===== src/rtl/pipelined_chunk_adder.sv =====
// Pipelined WIDTH-bit adder: one CHUNK-bit ripple slice per stage, carry registered between stages.
// Define PIPELINED_CHUNK_ADDER_OVF_EN to add the two's-complement overflow output ovf.

module pipelined_chunk_adder #(
   parameter int WIDTH = 16,
   parameter int CHUNK = 4
) (
   input  logic             clk,
   input  logic             rst_n,
   input  logic             in_valid,
   output logic             in_ready,
   input  logic [WIDTH-1:0] addent,
   input  logic [WIDTH-1:0] augend,
   input  logic             cin,
   output logic             out_valid,
   input  logic             out_ready,
   output logic [WIDTH-1:0] s,
   output logic             cout
`ifdef PIPELINED_CHUNK_ADDER_OVF_EN
   ,
   output logic             ovf
`endif
);

   localparam int STAGES = WIDTH / CHUNK;
   // r_b only carries augend chunks 1..STAGES-1, so it has one element and one chunk fewer.
   localparam int NB     = (STAGES > 1) ? STAGES - 1 : 1;
   localparam int BW     = (STAGES > 1) ? WIDTH - CHUNK : 1;

   generate
      if ((CHUNK < 1) || (WIDTH % CHUNK != 0)) begin : g_bad_cfg
         $error("pipelined_chunk_adder: WIDTH must be a positive multiple of CHUNK");
      end
   endgenerate

   // r_a[k] holds produced sum chunks 0..k below the still-unconsumed addent chunks.
   logic [STAGES-1:0] r_vld;
   logic [STAGES-1:0] r_carry;
   logic [WIDTH-1:0]  r_a [STAGES];
   logic [BW-1:0]     r_b [NB];
   logic [CHUNK:0]    w_chunk [STAGES];
   logic              w_advance;

   assign w_advance = !r_vld[STAGES-1] || out_ready;
   assign in_ready  = w_advance;
   assign out_valid = r_vld[STAGES-1];
   assign s         = r_a[STAGES-1];
   assign cout      = r_carry[STAGES-1];

   // Per-stage chunk adders: stage 0 from the ports, later stages from the previous stage.
   always_comb begin
      w_chunk[0] = {1'b0, addent[CHUNK-1:0]} + {1'b0, augend[CHUNK-1:0]} + {{CHUNK{1'b0}}, cin};
      for (int k = 1; k < STAGES; k++) begin
         w_chunk[k] = {1'b0, r_a[k-1][k*CHUNK +: CHUNK]}
                    + {1'b0, r_b[k-1][(k-1)*CHUNK +: CHUNK]}
                    + {{CHUNK{1'b0}}, r_carry[k-1]};
      end
   end

`ifdef PIPELINED_CHUNK_ADDER_OVF_EN
   function automatic logic signed_ovf(input logic a_msb, input logic b_msb, input logic s_msb);
      return (a_msb == b_msb) && (s_msb != a_msb);
   endfunction

   logic w_last_load;
   logic w_ovf_next;
   logic r_ovf;

   generate
      if (STAGES == 1) begin : g_ovf_one
         assign w_last_load = in_valid;
         assign w_ovf_next  = signed_ovf(addent[WIDTH-1], augend[WIDTH-1], w_chunk[0][CHUNK-1]);
      end else begin : g_ovf_multi
         assign w_last_load = r_vld[STAGES-2];
         assign w_ovf_next  = signed_ovf(r_a[STAGES-2][WIDTH-1], r_b[STAGES-2][BW-1],
                                         w_chunk[STAGES-1][CHUNK-1]);
      end
   endgenerate

   // Overflow flag travels with the final stage so it obeys the same stall rules as s/cout.
   always_ff @(posedge clk or negedge rst_n) begin
      if (!rst_n) begin
         r_ovf <= 1'b0;
      end else if (w_advance && w_last_load) begin
         r_ovf <= w_ovf_next;
      end
   end

   assign ovf = r_ovf;
`endif

   // Pipeline registers: everything shifts together on advance, holds otherwise.
   always_ff @(posedge clk or negedge rst_n) begin
      if (!rst_n) begin
         r_vld   <= '0;
         r_carry <= '0;
         for (int k = 0; k < STAGES; k++) begin
            r_a[k] <= '0;
         end
         for (int k = 0; k < NB; k++) begin
            r_b[k] <= '0;
         end
      end else if (w_advance) begin
         r_vld[0] <= in_valid;
         if (in_valid) begin
            r_a[0]              <= addent;
            r_a[0][CHUNK-1:0]   <= w_chunk[0][CHUNK-1:0];
            r_b[0]              <= augend[WIDTH-1 -: BW];
            r_carry[0]          <= w_chunk[0][CHUNK];
         end
         for (int k = 1; k < STAGES; k++) begin
            r_vld[k] <= r_vld[k-1];
            if (r_vld[k-1]) begin
               r_a[k]                   <= r_a[k-1];
               r_a[k][k*CHUNK +: CHUNK] <= w_chunk[k][CHUNK-1:0];
               r_carry[k]               <= w_chunk[k][CHUNK];
            end
         end
         for (int k = 1; k < STAGES - 1; k++) begin
            if (r_vld[k-1]) begin
               r_b[k] <= r_b[k-1];
            end
         end
      end
   end

endmodule


===== config.mk =====
export PLATFORM = sky130hd
export DESIGN_NAME = pipelined_chunk_adder
export DESIGN_NICKNAME = d
export VERILOG_FILES = /design/src/rtl/pipelined_chunk_adder.sv
export SDC_FILE = /design/constraint.sdc
export NUM_CORES = 1
export LEC_CHECK = 0
export BUFFER_PORTS_ARGS = -buffer_cell sky130_fd_sc_hd__buf_4
export CAP_MARGIN = 25
export CELL_PAD_IN_SITES_DETAIL_PLACEMENT = 1
export CELL_PAD_IN_SITES_GLOBAL_PLACEMENT = 1
export CORE_MARGIN = 2
export CORE_UTILIZATION = 30
export DETAILED_ROUTE_END_ITERATION = 10
export PLACE_DENSITY = 0.53
export SLEW_MARGIN = 20
export SYNTH_ARGS = -nofsm -noshare
export SYNTH_HDL_FRONTEND = slang
export SYNTH_SLANG_ARGS = --single-unit

===== constraint.sdc =====
create_clock -name clk -period 4 [get_ports clk]
set_input_delay 0.4 -clock clk [delete_from_list [all_inputs] [get_ports clk]]
set_output_delay 0.4 -clock clk [all_outputs]
set_load 0.02 [all_outputs]

==> impl_metrics.py <==
metrics = {
    "sta": {
        "finClkSkew_ns": 0.00530,
        "min_period_over_period_pct": 57.9,
        "timing.hold.ws_ns": 0.114,
        "period_needed_ns": 2.32,
        "rsz0062_at_grt": "false",
        "finalSetupViolations": 0,
        "maxSlewViolCount": 0,
        "slew_headroom_pct": 48.3,
        "max_freq_ghz": 0.431,
        "worst_slew_pin_slew_ns": 0.776,
        "finalSetupTns_ns": 0,
        "hold_viol_final": 0,
    },
    "cts": {
        "root_buffer": "clkbuf_16",
        "path_clk_slew_ns": 0.07,
        "postCtsSetupRepairBufs": 0,
        "cts.sinks": 96,
        "clk_path_buf_depth": 2,
        "cts_tree": "done",
        "numCtsBuffers": 9,
        "insertion_delay_ns": 0.34,
        "htree_levels": 3,
        "postCtsHoldBufs": 0,
        "ctsResizeCount": 0,
    },
    "floorplan": {
        "num_io_pins": 56,
        "rows": 44,
        "die_y_um": 126,
        "core_area_um2": 14500,
        "dieWidth_um": 126,
        "die_area_um2": 15900,
        "start_util_pct": 30.8,
    },
    "routing": {
        "vias": 2387,
        "drt-pass1-iter-count": 3,
        "wl_per_cell_um": 16.2,
        "viasPerCell": 4.47,
        "drcViolationCount": 0,
        "drt_iter0_markers": 71,
        "drtAntennaViolNets": 0,
        "wirelength_mm": 8.65,
    },
    "worst_setup_path": {
        "crit_arrival_ns": 2.54,
        "crit_family": "simple AND/OR/NAND/NOR gates",
        "path_buf_inv": 2,
        "critPathSlowestCell": "nand2_1",
        "worstSetupPathType": "flop to flop",
        "cp_cell_sequence": "nor2b_4 -> inv_4 -> nand2_1 -> buf_4 -> mux2_2",
        "cp_max_fo": 16,
        "cp-start-kind": "flop",
        "r2r-start": "r_vld[3]",
        "crit_required_ns": 4.23,
        "end_kind": "flop",
        "slowest_delay_ns": 0.57,
        "cp-startpoint": "r_vld[3]",
    },
    "run": {
        "maxCapViolations": 0,
    },
    "power_and_ir_drop": {
        "power_density_nw_per_um2": 810,
        "ir_drop_mv": 0.227,
        "power.total_mw": 4.16,
        "leakagePower_nw": 2.42,
    },
    "synthesis": {
        "synth-seq-area-share_pct": 53.7,
        "synth_edf_count": 0,
        "netlist_instances": 303,
        "syn_nets": 360,
        "synth_area_leaders": "dfrtp_1, mux2_4, mux2_2",
        "synth_area_per_cell_um2": 14.8,
        "synth_commonest_cells": "dfrtp_1, mux2_2, mux2_4",
        "ys_types": 28,
        "syn-cell-area_um2": 4480,
        "synth-async-reset-ratio_pct": 100,
        "synth_top_area_cell": "dfrtp_1",
        "synth_top_cell_area_share_pct": 53.7,
        "synth_seq_cells": 96,
        "synth_flop_cell": "dfrtp_1",
        "ys.warnings.count": 0,
        "synth.most_common_cell": "dfrtp_1",
    },
    "global_routing": {
        "gr-total-overflow": 0,
        "grt_pass1_vias": 2717,
        "antenna_found_initial": 0,
        "grtUsageMet1_pct": 15.3,
        "grt_usage_pct": 11.9,
        "grt_start_max_net_pins": 61,
        "met2_usage_pct": 19.2,
        "grt_first_pass_wirelength_mm": 14.6,
        "grt-busiest-layer": "met2",
        "met3_usage_pct": 2.42,
    },
    "placement": {
        "place_hpwl_mm": 6.18,
        "io_buffers": 55,
        "gp_congestion": 0.705,
    },
    "run_status": {
        "outcome": "finished, final reports clean",
    },
    "finish": {
        "fin_nets": 402,
        "syn2layout_area_growth_pct": 14.9,
        "multi_input_area_um2": 1760,
        "antenna_cells": 0,
        "nFillCells": 1515,
        "drive_gt1_share_pct": 44.3,
        "seqCellArea_um2": 2400,
    },
    "min_path": {
        "hold_class": "primary input to async pin",
    },
}
## stage by stage
| step | cells | util (%) | setup WS, ns | cell area [um^2] |
|---|---|---|---|---|
| final | 534 | 35.4 | 1.68 | 5140 |
| after global placement | 518 | 33.5 | 1.54 | 4870 |
| after CTS | 534 | 35.4 | 1.60 | 5140 |
| after detailed placement | 518 | 33.5 | 1.46 | 4870 |
| after floorplan | 303 | - | 2.30 | 4480 |
| after global routing | 534 | 35.4 | 1.52 | 5140 |
## power by group
part	total (mW)	internal, mW	switching, mW	leakage, nW
clock	0.797	0.421	0.376	0.132
sequential	1.70	1.41	0.289	1.14
combinational	1.67	0.939	0.729	1.15
## logic make-up (layout without fill, tap and decap cells)
kind of cell / count (synthesis) / count (layout) / synth area share, %
flip-flops: 96 / 96 / 53.7
AO/OA/AOI/OAI: 46 / 46 / 5.65
XOR/XNOR: 4 / 4 / 0.783
AND/OR/NAND/NOR: 20 / 20 / 3.30
multiplexers: 77 / 77 / 22.6
adder cells (fa/ha/maj): 20 / 20 / 6.93
buffers and inverters: 40 / 87 / 7.13
## flip-flops by register name, indices dropped and copies added (netlist names)
signal   count
r_a         48
r_b         24
r_vld        4
s           16
r_carry      4
## per-layer routing
metal	wire length, um	part of all wire [%]
met5	0	0
met1	4070	47
met2	4160	48
met4	173	2.0
met3	248	2.9
## final timing paths
check | end | cells past startpoint | slack (ns)
min in group clk | r_a[54] | 2 | 0.28
worst max-delay path | r_a[58] | 5 | 1.68
worst min-delay path | r_b[24] | 1 | 0.11
worst max register to register | r_a[58] | 5 | 1.68
worst min register to register | s[2] | 1 | 0.51
max in group asynchronous | s[5] | 2 | 2.91
## placed cells by master (no fill, tap or decap), types with 8 or more instances in the layout
| master | Yosys | routed |
|---|---|---|
| dfrtp_1 | 96 | 96 |
| buf_4 | 17 | 57 |
| mux2_2 | 39 | 39 |
| mux2_4 | 38 | 38 |
| o21ai_0 | 26 | 26 |
| inv_1 | 13 | 13 |
| ha_1 | 12 | 12 |
| a21oi_1 | 11 | 11 |
| clkbuf_16 | 0 | 9 |
| fa_1 | 8 | 8 |
## cell type report
type	instances	share of cell area, %
clock buffer	9	4.38
clock inverter	7	0.924
inverter	14	1.07
multi-input combinational	167	34.1
sequential	96	46.7
tap	184	4.48
timing repair buffer	57	8.32
(Power assumes the default switching activity.)
